### src/rtl/seg_pkg.sv
`default_nettype none
// ============================================================================
//  Module      : seg_pkg
//  Description : Shared constants and the hex-to-7-segment encoding for the
//                segment display drivers.
//                  SEG_BLANK        - all segments off (active-low pins)
//                  SEG_A .. SEG_DP  - bit positions in the 8-bit segment bus
//                  hex2seg()        - nibble -> active-high {a,b,c,d,e,f,g}
//  Revision    : 1.0 - initial release
// ============================================================================
package seg_pkg;

    localparam logic [7:0] SEG_BLANK = 8'hFF;

    // Bit positions within the 8-bit segment bus
    localparam int SEG_A  = 7;
    localparam int SEG_B  = 6;
    localparam int SEG_C  = 5;
    localparam int SEG_D  = 4;
    localparam int SEG_E  = 3;
    localparam int SEG_F  = 2;
    localparam int SEG_G  = 1;
    localparam int SEG_DP = 0;

    // Active-high pattern, MSB = a, LSB = g. Every code is defined.
    function automatic logic [6:0] hex2seg(input logic [3:0] nib);
        logic [6:0] segs;
        case (nib)
            4'h0:    segs = 7'h7E;
            4'h1:    segs = 7'h30;
            4'h2:    segs = 7'h6D;
            4'h3:    segs = 7'h79;
            4'h4:    segs = 7'h33;
            4'h5:    segs = 7'h5B;
            4'h6:    segs = 7'h5F;
            4'h7:    segs = 7'h70;
            4'h8:    segs = 7'h7F;
            4'h9:    segs = 7'h7B;
            4'hA:    segs = 7'h77;
            4'hB:    segs = 7'h1F;
            4'hC:    segs = 7'h4E;
            4'hD:    segs = 7'h3D;
            4'hE:    segs = 7'h4F;
            default: segs = 7'h47;
        endcase
        return segs;
    endfunction

endpackage
`default_nettype wire

### src/rtl/seg_scan_driver_if.sv
`default_nettype none
// ============================================================================
//  Module      : seg_scan_driver_if
//  Description : Bundle between the datapath (master) and the scanning
//                display driver (slave).
//                  load        - 1-cycle strobe capturing value/dp/en
//                  value       - packed hex nibbles, nibble i = digit i
//                  dp / en     - per-digit decimal point / enable
//                  seg_n       - active-low segments {a..g,dp}
//                  an_n        - active-low anode selects
//                  frame_start - pulse when digit 0 starts a new frame
//  Revision    : 1.0 - initial release
// ============================================================================
interface seg_scan_driver_if #(
    parameter int NUM_DIGITS = 8
);

    logic                      load;
    logic [4*NUM_DIGITS-1:0]   value;
    logic [NUM_DIGITS-1:0]     dp;
    logic [NUM_DIGITS-1:0]     en;
    logic [7:0]                seg_n;
    logic [NUM_DIGITS-1:0]     an_n;
    logic                      frame_start;

    modport master (
        output load, value, dp, en,
        input  seg_n, an_n, frame_start
    );

    modport slave (
        input  load, value, dp, en,
        output seg_n, an_n, frame_start
    );

endinterface
`default_nettype wire

### src/rtl/seg_hex_decode.sv
`default_nettype none
// ============================================================================
//  Module      : seg_hex_decode
//  Description : Combinational nibble to 7-segment decoder (active-high a..g).
//                Also usable by the single-digit static drivers.
//                  i_nibble - hex code 0..F
//                  o_seg    - {a,b,c,d,e,f,g}, 1 = segment lit
//  Revision    : 1.0 - initial release
// ============================================================================
module seg_hex_decode
    import seg_pkg::*;
(
    input  wire logic [3:0] i_nibble,
    output wire logic [6:0] o_seg
);

    assign o_seg = hex2seg(i_nibble);

endmodule
`default_nettype wire

### src/rtl/seg_scan_driver.sv
`default_nettype none
// ============================================================================
//  Module      : seg_scan_driver
//  Description : Time-multiplexed driver for NUM_DIGITS common-anode 7-seg
//                digits. Loaded data sits in pending registers and is moved
//                to the displayed (active) set only at a frame boundary.
//                  clk, rst - clock, synchronous active-high reset
//                  bus      - seg_scan_driver_if slave: load/value/dp/en in,
//                             seg_n/an_n/frame_start out (all registered)
//                Optional build macro SEG_LZ_SUPPRESS_EN adds leading-zero
//                blanking of the active data.
//  Revision    : 1.0 - initial release
// ============================================================================
module seg_scan_driver
    import seg_pkg::*;
#(
    parameter int NUM_DIGITS = 8,
    parameter int SCAN_DIV   = 1000,
    parameter int CNT_W      = $clog2(SCAN_DIV),
    parameter int IDX_W      = (NUM_DIGITS > 1) ? $clog2(NUM_DIGITS) : 1
) (
    input wire logic          clk,
    input wire logic          rst,
    seg_scan_driver_if.slave  bus
);

    localparam logic [CNT_W-1:0] c_cnt_last = CNT_W'(SCAN_DIV - 1);
    localparam logic [IDX_W-1:0] c_idx_last = IDX_W'(NUM_DIGITS - 1);

    logic [CNT_W-1:0]          r_cnt;
    logic [IDX_W-1:0]          r_idx;
    logic [4*NUM_DIGITS-1:0]   r_pend_value;
    logic [NUM_DIGITS-1:0]     r_pend_dp;
    logic [NUM_DIGITS-1:0]     r_pend_en;
    logic [4*NUM_DIGITS-1:0]   r_act_value;
    logic [NUM_DIGITS-1:0]     r_act_dp;
    logic [NUM_DIGITS-1:0]     r_act_en;
    logic [7:0]                r_seg_n;
    logic [NUM_DIGITS-1:0]     r_an_n;
    logic                      r_frame_start;

    logic                      w_tick;
    logic                      w_commit;
    logic [3:0]                w_nib;
    logic                      w_dp_cur;
    logic                      w_en_cur;
    logic [NUM_DIGITS-1:0]     w_an_sel;
    logic [6:0]                w_hex;
    logic                      w_lit;
    logic [7:0]                w_seg_next;
    logic [NUM_DIGITS-1:0]     w_an_next;

    assign w_tick   = (r_cnt == c_cnt_last);
    assign w_commit = w_tick && (r_idx == c_idx_last);

    // Select the active data of the digit currently being scanned; the
    // anode select is the active-low one-hot of the same index.
    always_comb begin
        w_nib    = 4'h0;
        w_dp_cur = 1'b0;
        w_en_cur = 1'b0;
        w_an_sel = '1;
        for (int i = 0; i < NUM_DIGITS; i++) begin
            if (r_idx == IDX_W'(i)) begin
                w_nib       = r_act_value[4*i +: 4];
                w_dp_cur    = r_act_dp[i];
                w_en_cur    = r_act_en[i];
                w_an_sel[i] = 1'b0;
            end
        end
    end

    seg_hex_decode u_hex_decode (
        .i_nibble (w_nib),
        .o_seg    (w_hex)
    );

`ifdef SEG_LZ_SUPPRESS_EN
    // Walk from the most significant digit down: a digit is suppressed while
    // every enabled digit above it holds zero, its own nibble is zero and it
    // carries no decimal point. Digit 0 always stays visible.
    logic [NUM_DIGITS-1:0] w_lz_mask;
    logic                  w_higher_zero;

    always_comb begin
        w_lz_mask     = '0;
        w_higher_zero = 1'b1;
        for (int i = NUM_DIGITS - 1; i >= 1; i--) begin
            w_lz_mask[i] = w_higher_zero && (r_act_value[4*i +: 4] == 4'h0) && !r_act_dp[i];
            if (r_act_en[i] && (r_act_value[4*i +: 4] != 4'h0)) begin
                w_higher_zero = 1'b0;
            end
        end
    end

    // ~w_an_sel is the one-hot of the scanned digit
    assign w_lit = w_en_cur && !(|(w_lz_mask & ~w_an_sel));
`else
    assign w_lit = w_en_cur;
`endif

    // Anodes go dark in the tick cycle while the segments keep their pattern,
    // so the digit is off before the segment bus changes to the next digit.
    assign w_seg_next = w_lit ? ~{w_hex, w_dp_cur} : SEG_BLANK;
    assign w_an_next  = (w_lit && !w_tick) ? w_an_sel : '1;

    always_ff @(posedge clk) begin
        if (rst) begin
            r_cnt         <= '0;
            r_idx         <= '0;
            r_pend_value  <= '0;
            r_pend_dp     <= '0;
            r_pend_en     <= '0;
            r_act_value   <= '0;
            r_act_dp      <= '0;
            r_act_en      <= '0;
            r_seg_n       <= SEG_BLANK;
            r_an_n        <= '1;
            r_frame_start <= 1'b0;
        end else begin
            if (w_tick) begin
                r_cnt <= '0;
                r_idx <= (r_idx == c_idx_last) ? '0 : r_idx + 1'b1;
            end else begin
                r_cnt <= r_cnt + 1'b1;
            end

            if (bus.load) begin
                r_pend_value <= bus.value;
                r_pend_dp    <= bus.dp;
                r_pend_en    <= bus.en;
            end

            // A load landing on the commit cycle bypasses the pending set so
            // the freshest data is what the next frame shows.
            if (w_commit) begin
                if (bus.load) begin
                    r_act_value <= bus.value;
                    r_act_dp    <= bus.dp;
                    r_act_en    <= bus.en;
                end else begin
                    r_act_value <= r_pend_value;
                    r_act_dp    <= r_pend_dp;
                    r_act_en    <= r_pend_en;
                end
            end

            r_frame_start <= w_commit;
            r_seg_n       <= w_seg_next;
            r_an_n        <= w_an_next;
        end
    end

    assign bus.seg_n       = r_seg_n;
    assign bus.an_n        = r_an_n;
    assign bus.frame_start = r_frame_start;

endmodule
`default_nettype wire

### src/flat_wrapper.sv
// flat-port wrapper written by rule: the top's interface ports become plain ports
module seg_scan_driver_flat import seg_pkg::*;
#(
    parameter int NUM_DIGITS = 8,
    parameter int SCAN_DIV   = 1000,
    parameter int CNT_W      = $clog2(SCAN_DIV),
    parameter int IDX_W      = (NUM_DIGITS > 1) ? $clog2(NUM_DIGITS) : 1
)
  (clk, rst, bus_load, bus_value, bus_dp, bus_en, bus_seg_n, bus_an_n, bus_frame_start);
  seg_scan_driver_if #(.NUM_DIGITS(NUM_DIGITS)) bus_i ();
  input wire logic clk;
  input wire logic rst;
  input wire logic [$bits(bus_i.load)-1:0] bus_load;
  input wire logic [$bits(bus_i.value)-1:0] bus_value;
  input wire logic [$bits(bus_i.dp)-1:0] bus_dp;
  input wire logic [$bits(bus_i.en)-1:0] bus_en;
  output wire logic [$bits(bus_i.seg_n)-1:0] bus_seg_n;
  output wire logic [$bits(bus_i.an_n)-1:0] bus_an_n;
  output wire logic [$bits(bus_i.frame_start)-1:0] bus_frame_start;
  assign bus_i.load = bus_load;
  assign bus_i.value = bus_value;
  assign bus_i.dp = bus_dp;
  assign bus_i.en = bus_en;
  assign bus_seg_n = bus_i.seg_n;
  assign bus_an_n = bus_i.an_n;
  assign bus_frame_start = bus_i.frame_start;
  seg_scan_driver #(.NUM_DIGITS(NUM_DIGITS), .SCAN_DIV(SCAN_DIV), .CNT_W(CNT_W), .IDX_W(IDX_W)) u_core (.clk(clk), .rst(rst), .bus(bus_i));
endmodule
### config.mk
export PLATFORM = sky130hd
export DESIGN_NAME = seg_scan_driver_flat
export DESIGN_NICKNAME = d
export VERILOG_FILES = /design/src/rtl/seg_pkg.sv /design/src/rtl/seg_scan_driver_if.sv /design/src/rtl/seg_hex_decode.sv /design/src/rtl/seg_scan_driver.sv /design/src/flat_wrapper.sv
export SDC_FILE = /design/constraint.sdc
export NUM_CORES = 1
export LEC_CHECK = 0
export CAP_MARGIN = 20
export CORE_MARGIN = 1.5
export CORE_UTILIZATION = 54
export DETAILED_ROUTE_END_ITERATION = 10
export PLACE_DENSITY_LB_ADDON = 0.12
export SLEW_MARGIN = 20
export SYNTH_ARGS = -nofsm -noshare
export SYNTH_HDL_FRONTEND = slang
export SYNTH_SLANG_ARGS = --single-unit
### constraint.sdc
create_clock -name clk -period 4 [get_ports clk]
set_clock_uncertainty 0.2 [all_clocks]
set_input_delay 1.2 -clock clk [delete_from_list [all_inputs] [get_ports clk]]
set_output_delay 1.2 -clock clk [all_outputs]
set_load 0.01 [all_outputs]
# After elaboration in Yosys (flattened, before gate mapping)
# Memories as Yosys holds them, arrays and structs flattened.
# Index checks and enable logic that the tools add are counted.
classes:
  bitwise: 3
  muxes: 36
  n_addsub: 2
  eq_ne: 8
  n_reduce_logical: 7
ops:
  columns: ["op", "n"]
  rows:
  - ["$mux W32", 1]
  - ["$mux W4", 8]
  - ["$mux W1", 24]
  - ["$mux W8", 2]
  - ["$eq A3 B3 Y1 const B", 4]
  - ["$add A10 B1 Y10 const B", 1]
  - ["$eq A10 B10 Y1 const B", 1]
  - ["$not A8 Y8", 1]
  - ["$eq A3 B2 Y1 const B", 2]
  - ["$reduce_or A2 Y1", 3]
  - ["$add A3 B1 Y3 const B", 1]
  - ["$eq A3 B1 Y1 const B", 1]
  - ["$logic_not A3 Y1", 1]
  - ["$mux W3", 1]
  - ["$logic_and A1 B1 Y1", 2]
  - ["$not A1 Y1", 2]
  - ["$logic_not A1 Y1", 1]
totals:
  mem_bits_ro: 112
  ff_bits: 126
  wordCells: 68
  input_bits: 51
  n_memories: 1
  out_inout_bits: 17
mem_list:
  columns: ["name", "words", "word_bits", "read_ports", "rd_ports_with_merged_regs", "write_ports", "line_no", "text"]
  rows:
  - ["(no name shown)", 16, 7, 1, 0, 0, "seg_pkg.sv:28", "case (nib)"]

# Logic depth before layout (Yosys ltp)
# Gate-level depths: netlist of the first run.
logic_depth:
  depth_word: 12
  depth_mapped: 15
  ltp_nobuf: 12

# Cells and area by module
# From an unflattened synthesis of the first run, not the netlist that was laid out.
hier_totals:
  hier_cells: 504
  hier_area_um2: 5112.4
modules_own_cells:
  columns: ["module", "n_inst", "cells_each", "area_each_um2", "seq_area_each_um2"]
  rows:
  - ["seg_scan_driver", 1, 471, 4824.6, 2522.4]
  - ["seg_hex_decode", 1, 33, 287.8, 0.0]

# Worst setup path before layout of the first run
# Ideal clock, no wire load.
synth_timing:
  path_kind: "reg-to-reg"
  start: "register u_core.r_idx[1]"
  end: "register u_core.r_seg_n[4] (netlist: u_core.bus.seg_n[4])"
  setup_ns: 0.120
  stages_incl_launch_ff: 14
  slack_ns: 1.065
  synth_period_minus_slack_ns: 2.935
  n_path_buf: 2
  arrival_ns: 2.615
  required_time_ns: 3.680
  cell_sequence: "dfxtp_1 > inv_1 > ha_1 > buf_4 > buf_4 > a221oi_1 > o311ai_0 > a32o_1 > mux2i_1 > inv_1 > ha_1 > mux2i_1 > mux2i_1 > or2_1"
synth_via:
  elab_chain_cells: 11
  word_cells_on_any_way: 28
  classes_between: "eq/ne (7); mux (16); bitwise (2); reduce/logical (2); memory (1)"
synth_lines:
  columns: ["element", "line_no", "text"]
  rows:
  - ["start, declared", "seg_scan_driver.sv:31", "logic [IDX_W-1:0] r_idx;"]
  - ["start signal, assigned", "seg_scan_driver.sv:123", "r_idx <= (r_idx == c_idx_last) ? '0 : r_idx + 1'b1;"]
  - ["$logic_not A3 Y1", "seg_scan_driver.sv:64", "if (r_idx == IDX_W'(i)) begin"]
  - ["$mux W4 or $mux W1 (tied branches) (8 in series)", "seg_scan_driver.sv:64", null]
  - ["$mem_v2 Z16 W7 or $not A1 Y1 (tied branches)", null, null]
  - ["$not A8 Y8 or $reduce_or A2 Y1 (tied branches)", null, null]
  - ["end signal, assigned", "seg_scan_driver.sv:149", "r_seg_n <= w_seg_next;"]
  - ["end, declared", "seg_scan_driver.sv:38", "logic [7:0] r_seg_n;"]
# Parallel ways exist; a longest one is shown, timed or not.
# A chain may end at the register's enable or synchronous reset.

# Worst setup path after layout of the first run
layout_timing:
  start: "register u_core.r_idx[0]"
  end: "register u_core.r_seg_n[4] (netlist: u_core.bus.seg_n[4])"
# The elaborated chain is that of the path after synthesis.

==> flow_metrics.env, run 1 <==
export IMPL_hpwl_microns=7170
export IMPL_grt_overflow_total=0
export IMPL_hold_viol_final=0
export IMPL_ctsResizeCount=0
export IMPL_critPathArrivalTime_ns=3.74
export IMPL_ir_drop_uv=265
export IMPL_cts_sinks=126
export IMPL_crit_path_end_kind="flip-flop"
export IMPL_grt_total_usage_pct=22.8
export IMPL_clock_latency_ns=0.50
export IMPL_clockBufferDepth=2
export IMPL_fin_tns_setup_ns=0
export IMPL_critPathKind="flip-flop to flip-flop"
export IMPL_wl_per_cell_microns=14.8
export IMPL_fin_crit_sh_pct=88.8
export IMPL_clk_pin_slew_ns=0.05
export IMPL_grt_setup_unrepaired="no"
export IMPL_holdPathStages=1
export IMPL_grt_max_degree=53
export IMPL_required_ns=4.19
export IMPL_worstHoldEndpoint="u_core.r_cnt[0]"
export IMPL_seq_area_frac_synth_pct=50.6
export IMPL_cp_top_family="adder cells"
export IMPL_rr_endpoint="u_core.bus.seg_n[4]"
export IMPL_synth_top_area_share_pct=50.6
export IMPL_crit_path_start_kind="flip-flop"
export IMPL_drv_slew=0
export IMPL_cts_buffers=17
export IMPL_multiInputGateArea_sq_mm=0.00225
export IMPL_synth_top_area_cell="dfxtp_1"
export IMPL_grt_pass1_wl_microns=17700
export IMPL_syn_inst=544
export IMPL_path_buf_inv=2
export IMPL_maxCapViolCount=0
export IMPL_start_util_pct=56.3
export IMPL_fillers=687
export IMPL_cts_tree="yes"
export IMPL_die_w_microns=99.1
export IMPL_reg2reg_slack_ns=0.45
export IMPL_async_flop_share_pct=0
export IMPL_regArea_sq_mm=0.00252
export IMPL_cts_setup_buffers=0
export IMPL_grt_antenna_before_repair=0
export IMPL_ys_types=49
export IMPL_syn_nets=609
export IMPL_ys_ff_latch=126
export IMPL_via_count=3913
export IMPL_crit_path_max_incr_delay_ns=0.76
export IMPL_diodes=0
export IMPL_r2r_start="u_core.r_idx[0]"
export IMPL_holdBufCountCts=0
export IMPL_ant_nets=0
export IMPL_slowest_stage="ha_1"
export IMPL_syn_to_final_growth_pct=25.3
export IMPL_synthFlopType="dfxtp_1"
export IMPL_wl_microns=10600
export IMPL_fmax_ghz=0.282
export IMPL_fin_crit_ns=3.55
export IMPL_dieArea_sq_mm=0.00981
export IMPL_drt_iter0_markers=169
export IMPL_drive_above_1_share_pct=7.39
export IMPL_worstMarginPinSlew_ns=0.899
export IMPL_ys_warn_count=0
export IMPL_holdCritPathClass="flip-flop to flip-flop"
export IMPL_finalSetupViolations=0
export IMPL_timing_final_ws_setup_ns=0.448
export IMPL_cts_root_buf="clkbuf_8"
export IMPL_p_leak_nw=2.47
export IMPL_drt_pass1_iter_count=5
export IMPL_power_density_mw_per_mm2=463
export IMPL_via_per_inst=5.46
export IMPL_place_gp_congestion=0.975
export IMPL_max_slew_margin_pct=40.0
export IMPL_hold_start="u_core.r_cnt[0]"
export IMPL_synth_most_common_cell="dfxtp_1"
export IMPL_path_cells="inv_1 > ha_1 > nor2b_1 > o311ai_0 > a32o_1 > mux2i_1 > inv_1 > ha_1 > mux2i_1 > mux2i_1 > or2_1"
export IMPL_worstRegToRegCells=11
export IMPL_htree_num_levels=4
export IMPL_place_ws_ns=0.595
export IMPL_nNetsFinal=664
export IMPL_io_buffers=67
export IMPL_die_height_microns=99.1
export IMPL_synth_area_sq_mm=0.00498
export IMPL_synth_edf_count=0
export IMPL_yosys_top_cells_area="dfxtp_1 51%, mux2i_1 11%, o21ai_0 5.7%"
export IMPL_status="completed"
export IMPL_core_sq_mm=0.00885
export IMPL_syn_area_per_cell_sq_um=9.16
export IMPL_drc=0
export IMPL_crit_path_frequent_cell="mux2i_1"
export IMPL_cp_max_fo=29
export IMPL_grt_pass1_vias=3827
export IMPL_boundaryPins=68
export IMPL_synthTopCellsByCount="126 x dfxtp_1, 74 x nor2_1, 72 x nand2_1"
export IMPL_rows=34
[registers in the layout, summed over array words and instances (netlist names)]
name                    count
u_core.bus.an_n             8
u_core.bus.frame_start      1
u_core.bus.seg_n            8
u_core.r_act_dp             8
u_core.r_act_en             8
u_core.r_act_value         32
u_core.r_cnt               10
u_core.r_idx                3
u_core.r_pend_dp            8
u_core.r_pend_en            8
u_core.r_pend_value        32
[per-layer routing]
metal	vias up	GRT usage (%)	share of wire (%)
li1	1939	-	-
met1	1853	28.5	45
met2	109	38.5	49
met3	12	5.82	4.5
met4	0	7.58	1.2
met5	-	0	0
[layout by cell type, fill, tap and decap left out, types with 2 or more instances in the layout]
master | Yosys | routed
clkbuf_16 | 0 | 16
a211oi_1 | 3 | 3
a221o_1 | 2 | 2
xnor2_1 | 6 | 6
o21ai_0 | 57 | 57
clkdlybuf4s50_1 | 0 | 65
nand4_1 | 2 | 2
xor2_1 | 3 | 3
or2_1 | 2 | 2
clkbuf_8 | 0 | 2
clkinv_2 | 0 | 4
buf_2 | 12 | 2
or2_2 | 2 | 2
a32o_1 | 2 | 2
nor2_1 | 74 | 74
o21bai_1 | 2 | 2
a221oi_1 | 4 | 4
clkbuf_1 | 21 | 3
nand3_1 | 10 | 10
ha_1 | 14 | 14
inv_1 | 13 | 13
a31oi_1 | 3 | 3
dfxtp_1 | 126 | 126
mux2_2 | 2 | 2
o311ai_0 | 2 | 2
bufinv_16 | 0 | 3
buf_4 | 2 | 6
nand2_1 | 72 | 72
nor2b_1 | 6 | 6
nand3b_1 | 6 | 6
and2_1 | 2 | 2
mux2i_1 | 54 | 54
nand2b_1 | 3 | 3
a21oi_1 | 16 | 15
[how the worst max path moves through the flow]
stage | start | to | slack [ns] | depth (start not counted)
after floorplan | u_core.r_idx[1] | u_core.bus.seg_n[4] | 1.07 | 13
after global placement | u_core.r_idx[0] | u_core.bus.seg_n[4] | 0.75 | 11
after detailed placement | u_core.r_idx[0] | u_core.bus.seg_n[4] | 0.59 | 11
after CTS | u_core.r_idx[0] | u_core.bus.seg_n[4] | 0.49 | 11
after global routing | u_core.r_idx[0] | u_core.bus.seg_n[4] | 0.07 | 11
final | u_core.r_idx[0] | u_core.bus.seg_n[4] | 0.45 | 11
[report_power, final]
part	total [mW]	switching (mW)	leakage (nW)	internal (mW)
clock network	1.46	0.508	0.273	0.949
registers	1.30	0.00875	1.03	1.29
logic	0.141	0.0645	1.17	0.0763
total	2.89	0.581	2.47	2.31
[layout make-up]
cell class                      count  share of cell area [%]
Tap cell                          108                    2.16
Multi-Input combinational cell    366                    36.1
Inverter                           14                   0.841
Timing Repair Buffer               74                    11.6
Sequential cell                   126                    40.4
Clock buffer                       21                    7.03
Clock inverter                      8                    1.88
[kinds of logic (layout without fill, tap and decap cells)]
| kind of cell | Yosys count | after routing | share of synthesized area [%] |
|---|---|---|---|
| compound gates | 102 | 102 | 12.6 |
| mux | 56 | 56 | 11.3 |
| xor+xnor | 9 | 9 | 1.58 |
| buf+inv | 52 | 117 | 4.39 |
| simple gates | 185 | 185 | 16.0 |
| fa+ha+maj | 14 | 14 | 3.51 |
| flops | 126 | 126 | 50.6 |
[metrics by stage]
step | utilization, % | power, mW | area [sq um] | hold slack [ns] | std cells
finish | 70.6 | 2.89 | 6250 | 0.242 | 717
global route | 70.6 | 2.98 | 6250 | 0.261 | 717
CTS | 70.6 | 2.91 | 6250 | 0.252 | 717
detailed placement | 64.3 | 1.46 | 5690 | 0.244 | 688
global placement | 64.3 | 1.46 | 5690 | 0.227 | 688
floorplan | - | 1.40 | 4980 | 0.213 | 544
(Power assumes the default switching activity.)
==> inputs of run 2 (changes only) <==
CORE_MARGIN = 3   (was 1.5)
CORE_UTILIZATION = 55   (was 54)
SYNTH_HIERARCHICAL = 1   (was default)
==> flow_metrics.env, run 2 <==
export IMPL_status="completed"
export IMPL_place_gp_congestion=0.907
export IMPL_layout_common_cells="126 x dfxtp_1, 76 x nor2_1, 65 x clkdlybuf4s50_1"
export IMPL_holdBufCountCts=0
export IMPL_grt_antenna_before_repair=0
export IMPL_cts_buffers=17
export IMPL_worstMarginPinSlew_ns=0.804
export IMPL_die_w_microns=102
export IMPL_synth_top_area_cell="dfxtp_1"
export IMPL_die_height_microns=102
export IMPL_grt_setup_unrepaired="no"
export IMPL_grt_total_usage_pct=23.1
export IMPL_seq_area_frac_synth_pct=49.3
export IMPL_synthTopCellsByCount="126 x dfxtp_1, 76 x nor2_1, 50 x mux2i_1"
export IMPL_whs_ns=0.247
export IMPL_grt_max_degree=46
export IMPL_crit_path_start_kind="flip-flop"
export IMPL_synth_most_common_cell="dfxtp_1"
export IMPL_hold_viol_final=0
export IMPL_critPathKind="flip-flop to flip-flop"
export IMPL_io_buffers=67
export IMPL_synth_xor_xnor_area_share_pct=1.20
export IMPL_p_leak_nw=2.71
export IMPL_fmax_ghz=0.299
export IMPL_drc=0
export IMPL_drv_slew=0
export IMPL_slowest_stage="mux4_1"
export IMPL_max_slew_margin_pct=46.3
export IMPL_required_ns=4.24
export IMPL_crit_path_max_incr_delay_ns=0.50
export IMPL_synth_top_area_share_pct=49.3
export IMPL_ant_nets=0
export IMPL_yosys_area_share_simple_pct=13.4
export IMPL_via_count=3866
export IMPL_synthFlopType="dfxtp_1"
export IMPL_clockBufferDepth=2
export IMPL_finish_utilization_pct=72.5
export IMPL_cts_sinks=126
export IMPL_power_density_mw_per_mm2=496
export IMPL_grt_pass1_vias=3866
export IMPL_drt_iter0_markers=160
export IMPL_ys_types=53
export IMPL_grt_pass1_wl_microns=18900
export IMPL_fin_crit_ns=3.34
export IMPL_top_regs="u_core/r_act_value (32), u_core/r_pend_value (32), u_core/r_cnt (10)"
export IMPL_finalSetupViolations=0
export IMPL_fin_tns_setup_ns=0
export IMPL_maxCapViolCount=0
export IMPL_syn_inst=504
export IMPL_ys_ff_latch=126
export IMPL_wl_per_cell_microns=16.8
export IMPL_rows=34
export IMPL_timing_final_ws_setup_ns=0.656
export IMPL_wl_microns=11500
export IMPL_diodes=0
export IMPL_yosys_top_cells_area="dfxtp_1 49%, mux2i_1 9.8%, o22a_1 5.7%"
export IMPL_layout_commonest_cell="dfxtp_1"
export IMPL_syn_area_per_cell_sq_um=10.1
export IMPL_htree_num_levels=4
export IMPL_clock_latency_ns=0.51
export IMPL_muxShareOfSynthArea_pct=11.2
export IMPL_cts_setup_buffers=0
export IMPL_syn_to_final_growth_pct=26.1
export IMPL_crit_path_end_kind="flip-flop"
export IMPL_core_sq_mm=0.00889
export IMPL_syn_nets=569
export IMPL_synthAdderAreaFrac_pct=3.43
export IMPL_fin_crit_sh_pct=83.6
export IMPL_ir_drop_uv=301
export IMPL_nNetsFinal=626
export IMPL_via_per_inst=5.67
export IMPL_cp_max_fo=7
export IMPL_cts_tree="yes"
export IMPL_grt_overflow_total=0
export IMPL_synth_compound_area_share_pct=15.9
export IMPL_hpwl_microns=7620
export IMPL_start_util_pct=57.5
export IMPL_drt_pass1_iter_count=4
export IMPL_path_cells="inv_1 > ha_1 > nor2b_1 > a221oi_1 > o211ai_1 > a21oi_1 > o31ai_1 > buf_4 > inv_1 > ha_1 > mux4_1 > nand2_1"
export IMPL_place_ws_ns=0.825
export IMPL_ys_warn_count=6
export IMPL_cts_root_buf="clkbuf_8"
export IMPL_holdCritPathClass="flip-flop to flip-flop"
export IMPL_clk_pin_slew_ns=0.06
export IMPL_critPathArrivalTime_ns=3.59
export IMPL_dieArea_sq_mm=0.0105
export IMPL_ctsResizeCount=0
export IMPL_synth_edf_count=0
export IMPL_drive_above_1_share_pct=10.6
export IMPL_synth_area_sq_mm=0.00511
export IMPL_synth_top_family_by_area="compound AO/OA/AOI/OAI gates"
export IMPL_boundaryPins=68
export IMPL_async_flop_share_pct=0
run 2: cell types whose count changed after synthesis, sizes merged, moves of 4 or more:
cell,previous run,this run
and3,1,5
nand2,72,22
or2,4,0
nand3,10,6
a211oi,3,17
mux2i,54,50
o22a,0,33
nand4,2,7
buf,16,27
o21ai,58,10
o211ai,1,6
o31ai,0,4
clkbuf,22,13
run 2: worst max-delay path: cells and delay by family (launching register included):
family / cells / cell delay [ns]
AO/OA/AOI/OAI: 4 / 0.75
adder cells (fa/ha/maj): 2 / 0.59
AND/OR/NAND/NOR: 2 / 0.50
multiplexers: 1 / 0.50
flip-flops: 1 / 0.39
buffers and inverters: 3 / 0.35
run 2: final cells by class:
| type | instances | area, sq um |
|---|---|---|
| clock buffer | 20 | 455 |
| clock inverter | 12 | 230 |
| multi-input combinational | 325 | 2310 |
| sequential | 126 | 2520 |
| timing repair buffer | 78 | 743 |
| tap | 108 | 135 |
| fill | 662 | 2440 |
| inverter | 13 | 48.8 |
run 2: cell families (layout without fill, tap and decap cells):
group,after synthesis,after routing
flip-flops,126,126
AND/OR/NAND/NOR,145,145
buffers and inverters,53,123
XOR/XNOR,7,7
adder cells (fa/ha/maj),14,14
multiplexers,55,55
AO/OA/AOI/OAI,104,104
run 2: final timing paths:
kind                   start             endpoint  slack (ns)  cells past startpoint
min          u_core/r_cnt[0]      u_core/r_cnt[0]        0.25                      1
min reg2reg  u_core/r_cnt[0]      u_core/r_cnt[0]        0.25                      1
max reg2reg  u_core/r_idx[1]  u_core/bus.seg_n[4]        0.66                     12
max          u_core/r_idx[1]  u_core/bus.seg_n[4]        0.66                     12
run 2: metal layers:
layer / share of wire [%] / track usage (%) / routed length [microns]
met1: 45 / 29.7 / 5170
met2: 49 / 39.0 / 5670
met3: 5.0 / 5.32 / 574
met4: 0.53 / 6.56 / 61
met5: 0 / 0 / 0
run 2: report_power, final:
group          internal, mW  leakage (nW)  switching [mW]
combinational        0.0780          1.35          0.0690
sequential             1.29          1.03         0.00877
clock                  1.19         0.328           0.562
total                  2.56          2.71           0.640
run 2: stage by stage:
| stage | power [mW] | area, sq um | cells |
|---|---|---|---|
| after floorplan | 1.40 | 5110 | 504 |
| after global placement | 1.46 | 5760 | 650 |
| after detailed placement | 1.47 | 5760 | 650 |
| after CTS | 3.22 | 6450 | 682 |
| after global routing | 3.29 | 6450 | 682 |
| final | 3.20 | 6450 | 682 |
==> inputs of run 3 (changes only) <==
clock period = 3.36 ns   (was 4 ns; I/O delays follow)
==> flow_metrics.env, run 3 (synthesis gave the netlist of run 2 again) <==
export IMPL_status="completed"
export IMPL_dieArea_sq_mm=0.0105
export IMPL_core_sq_mm=0.00889
export IMPL_crit_path_end_kind="flip-flop"
export IMPL_worstMarginPinSlew_ns=0.748
export IMPL_place_gp_congestion=0.889
export IMPL_htree_num_levels=4
export IMPL_power_total_mw=3.41
export IMPL_start_util_pct=57.5
export IMPL_ir_drop_uv=400
export IMPL_drt_pass1_iter_count=5
export IMPL_cts_sinks=126
export IMPL_cts_tree="yes"
export IMPL_power_density_mw_per_mm2=536
export IMPL_drive_above_1_share_pct=10.9
export IMPL_grt_max_degree=37
export IMPL_syn_to_final_growth_pct=24.4
export IMPL_clock_latency_ns=0.51
export IMPL_max_slew_margin_pct=50.0
export IMPL_cp_max_fo=4
export IMPL_layout_commonest_cell="dfxtp_1"
export IMPL_critPathKind="flip-flop to flip-flop"
export IMPL_maxCapViolCount=0
export IMPL_via_per_inst=5.64
export IMPL_holdCritPathClass="flip-flop to flip-flop"
export IMPL_holdBufCountCts=0
export IMPL_drt_iter0_markers=246
export IMPL_grt_antenna_before_repair=0
export IMPL_hold_viol_final=0
export IMPL_clkPwrFrac_pct=49.5
export IMPL_cts_setup_buffers=0
export IMPL_cts_root_buf="clkbuf_8"
export IMPL_grt_overflow_total=0
export IMPL_top_regs="u_core/r_act_value (32), u_core/r_pend_value (32), u_core/r_cnt (10)"
export IMPL_fin_crit_sh_pct=90.8
export IMPL_grt_pass1_wl_microns=17900
export IMPL_fin_tns_setup_ns=0
export IMPL_crit_path_max_incr_delay_ns=0.51
export IMPL_power_internal_mw=2.64
export IMPL_clockBufferDepth=2
export IMPL_whs_ns=0.252
export IMPL_hpwl_microns=7320
export IMPL_place_area_sq_mm=0.00580
export IMPL_boundaryPins=68
export IMPL_path_cells="inv_1 > ha_1 > nor2b_1 > a221oi_1 > o211ai_1 > a21oi_1 > o31ai_1 > inv_1 > ha_1 > mux4_1 > nand2_1"
export IMPL_crit_path_start_kind="flip-flop"
export IMPL_ctsResizeCount=0
export IMPL_fillers=653
export IMPL_critPathArrivalTime_ns=3.30
export IMPL_die_height_microns=102
export IMPL_final_cell_area_sq_mm=0.00636
export IMPL_diodes=0
export IMPL_p_leak_nw=2.66
export IMPL_rows=34
export IMPL_grt_setup_unrepaired="no"
export IMPL_layout_common_cells="126 x dfxtp_1, 76 x nor2_1, 65 x clkdlybuf4s50_1"
export IMPL_die_w_microns=102
export IMPL_required_ns=3.61
export IMPL_p_comb_share_pct=5.2
export IMPL_swShare_pct=22.6
export IMPL_wl_per_cell_microns=15.7
export IMPL_clk_pin_slew_ns=0.06
export IMPL_grt_pass1_vias=3757
export IMPL_ant_nets=0
export IMPL_drv_slew=0
export IMPL_cts_buffers=17
export IMPL_drc=0
export IMPL_slowest_stage="mux4_1"
export IMPL_nNetsFinal=628
export IMPL_grt_total_usage_pct=21.8
export IMPL_fin_crit_ns=3.05
export IMPL_fmax_ghz=0.328
export IMPL_finalSetupViolations=0
export IMPL_seqPwrFrac_pct=45.2
export IMPL_wl_microns=10700
export IMPL_p_sw_mw=0.771
export IMPL_io_buffers=67
export IMPL_via_count=3861
## run 3: cell types whose count changed in the layout (fill, tap and decap cells not counted), sizes merged
cell      delta
clkinv       +2
clkinvlp     +3
bufinv       -5
clkbuf       -2
buf          +2
inv          +2
## run 3: power by group through the flow
stage / logic [mW] / clock network [mW] / registers, mW
floorplan: 0.0975 / 0 / 1.57
global placement: 0.174 / 0 / 1.57
detailed placement: 0.179 / 0 / 1.57
CTS: 0.180 / 1.71 / 1.54
global route: 0.195 / 1.78 / 1.54
finish: 0.178 / 1.69 / 1.54
## run 3: final cells by class
cell class / instances / area (sq um) / area share (%)
Tap cell: 108 / 135 / 2.12
Clock inverter: 14 / 134 / 2.10
Sequential cell: 126 / 2520 / 39.6
Inverter: 13 / 48.8 / 0.767
Timing Repair Buffer: 80 / 783 / 12.3
Clock buffer: 18 / 428 / 6.73
Multi-Input combinational cell: 325 / 2310 / 36.3
## run 3: routing by layer
layer  vias to the layer above  part of all wire, %  global-route usage [%]
met5                         -                    0                       0
met4                         0                  1.0                    6.96
met3                        15                  5.0                    5.19
met2                       107                   49                    36.7
met1                      1828                   45                    27.6
li1                       1911                    -                       -
## run 3: final timing paths
kind                         endpoint            start  slack, ns  cells past startpoint
setup / recovery  u_core/bus.seg_n[4]  u_core/r_idx[1]       0.31                     11
hold / removal        u_core/r_cnt[0]  u_core/r_cnt[0]       0.25                      1
setup reg to reg  u_core/bus.seg_n[4]  u_core/r_idx[1]       0.31                     11
hold reg to reg       u_core/r_cnt[0]  u_core/r_cnt[0]       0.25                      1
## run 3: critical path: cells and delay by family, from the launching register on
family	cells	cell delay (ns)
compound gates	4	0.79
fa+ha+maj	2	0.53
mux	1	0.51
flops	1	0.37
simple gates	2	0.35
buf+inv	2	0.23
## run 3: stage by stage
step / cells / util [%] / worst slack [ns]
final: 684 / 71.6 / 0.309
after detailed placement: 652 / 65.2 / 0.342
after floorplan: 504 / - / 0.196
after CTS: 684 / 71.6 / 0.330
after global placement: 652 / 65.2 / 0.437
after global routing: 684 / 71.6 / 0.0655
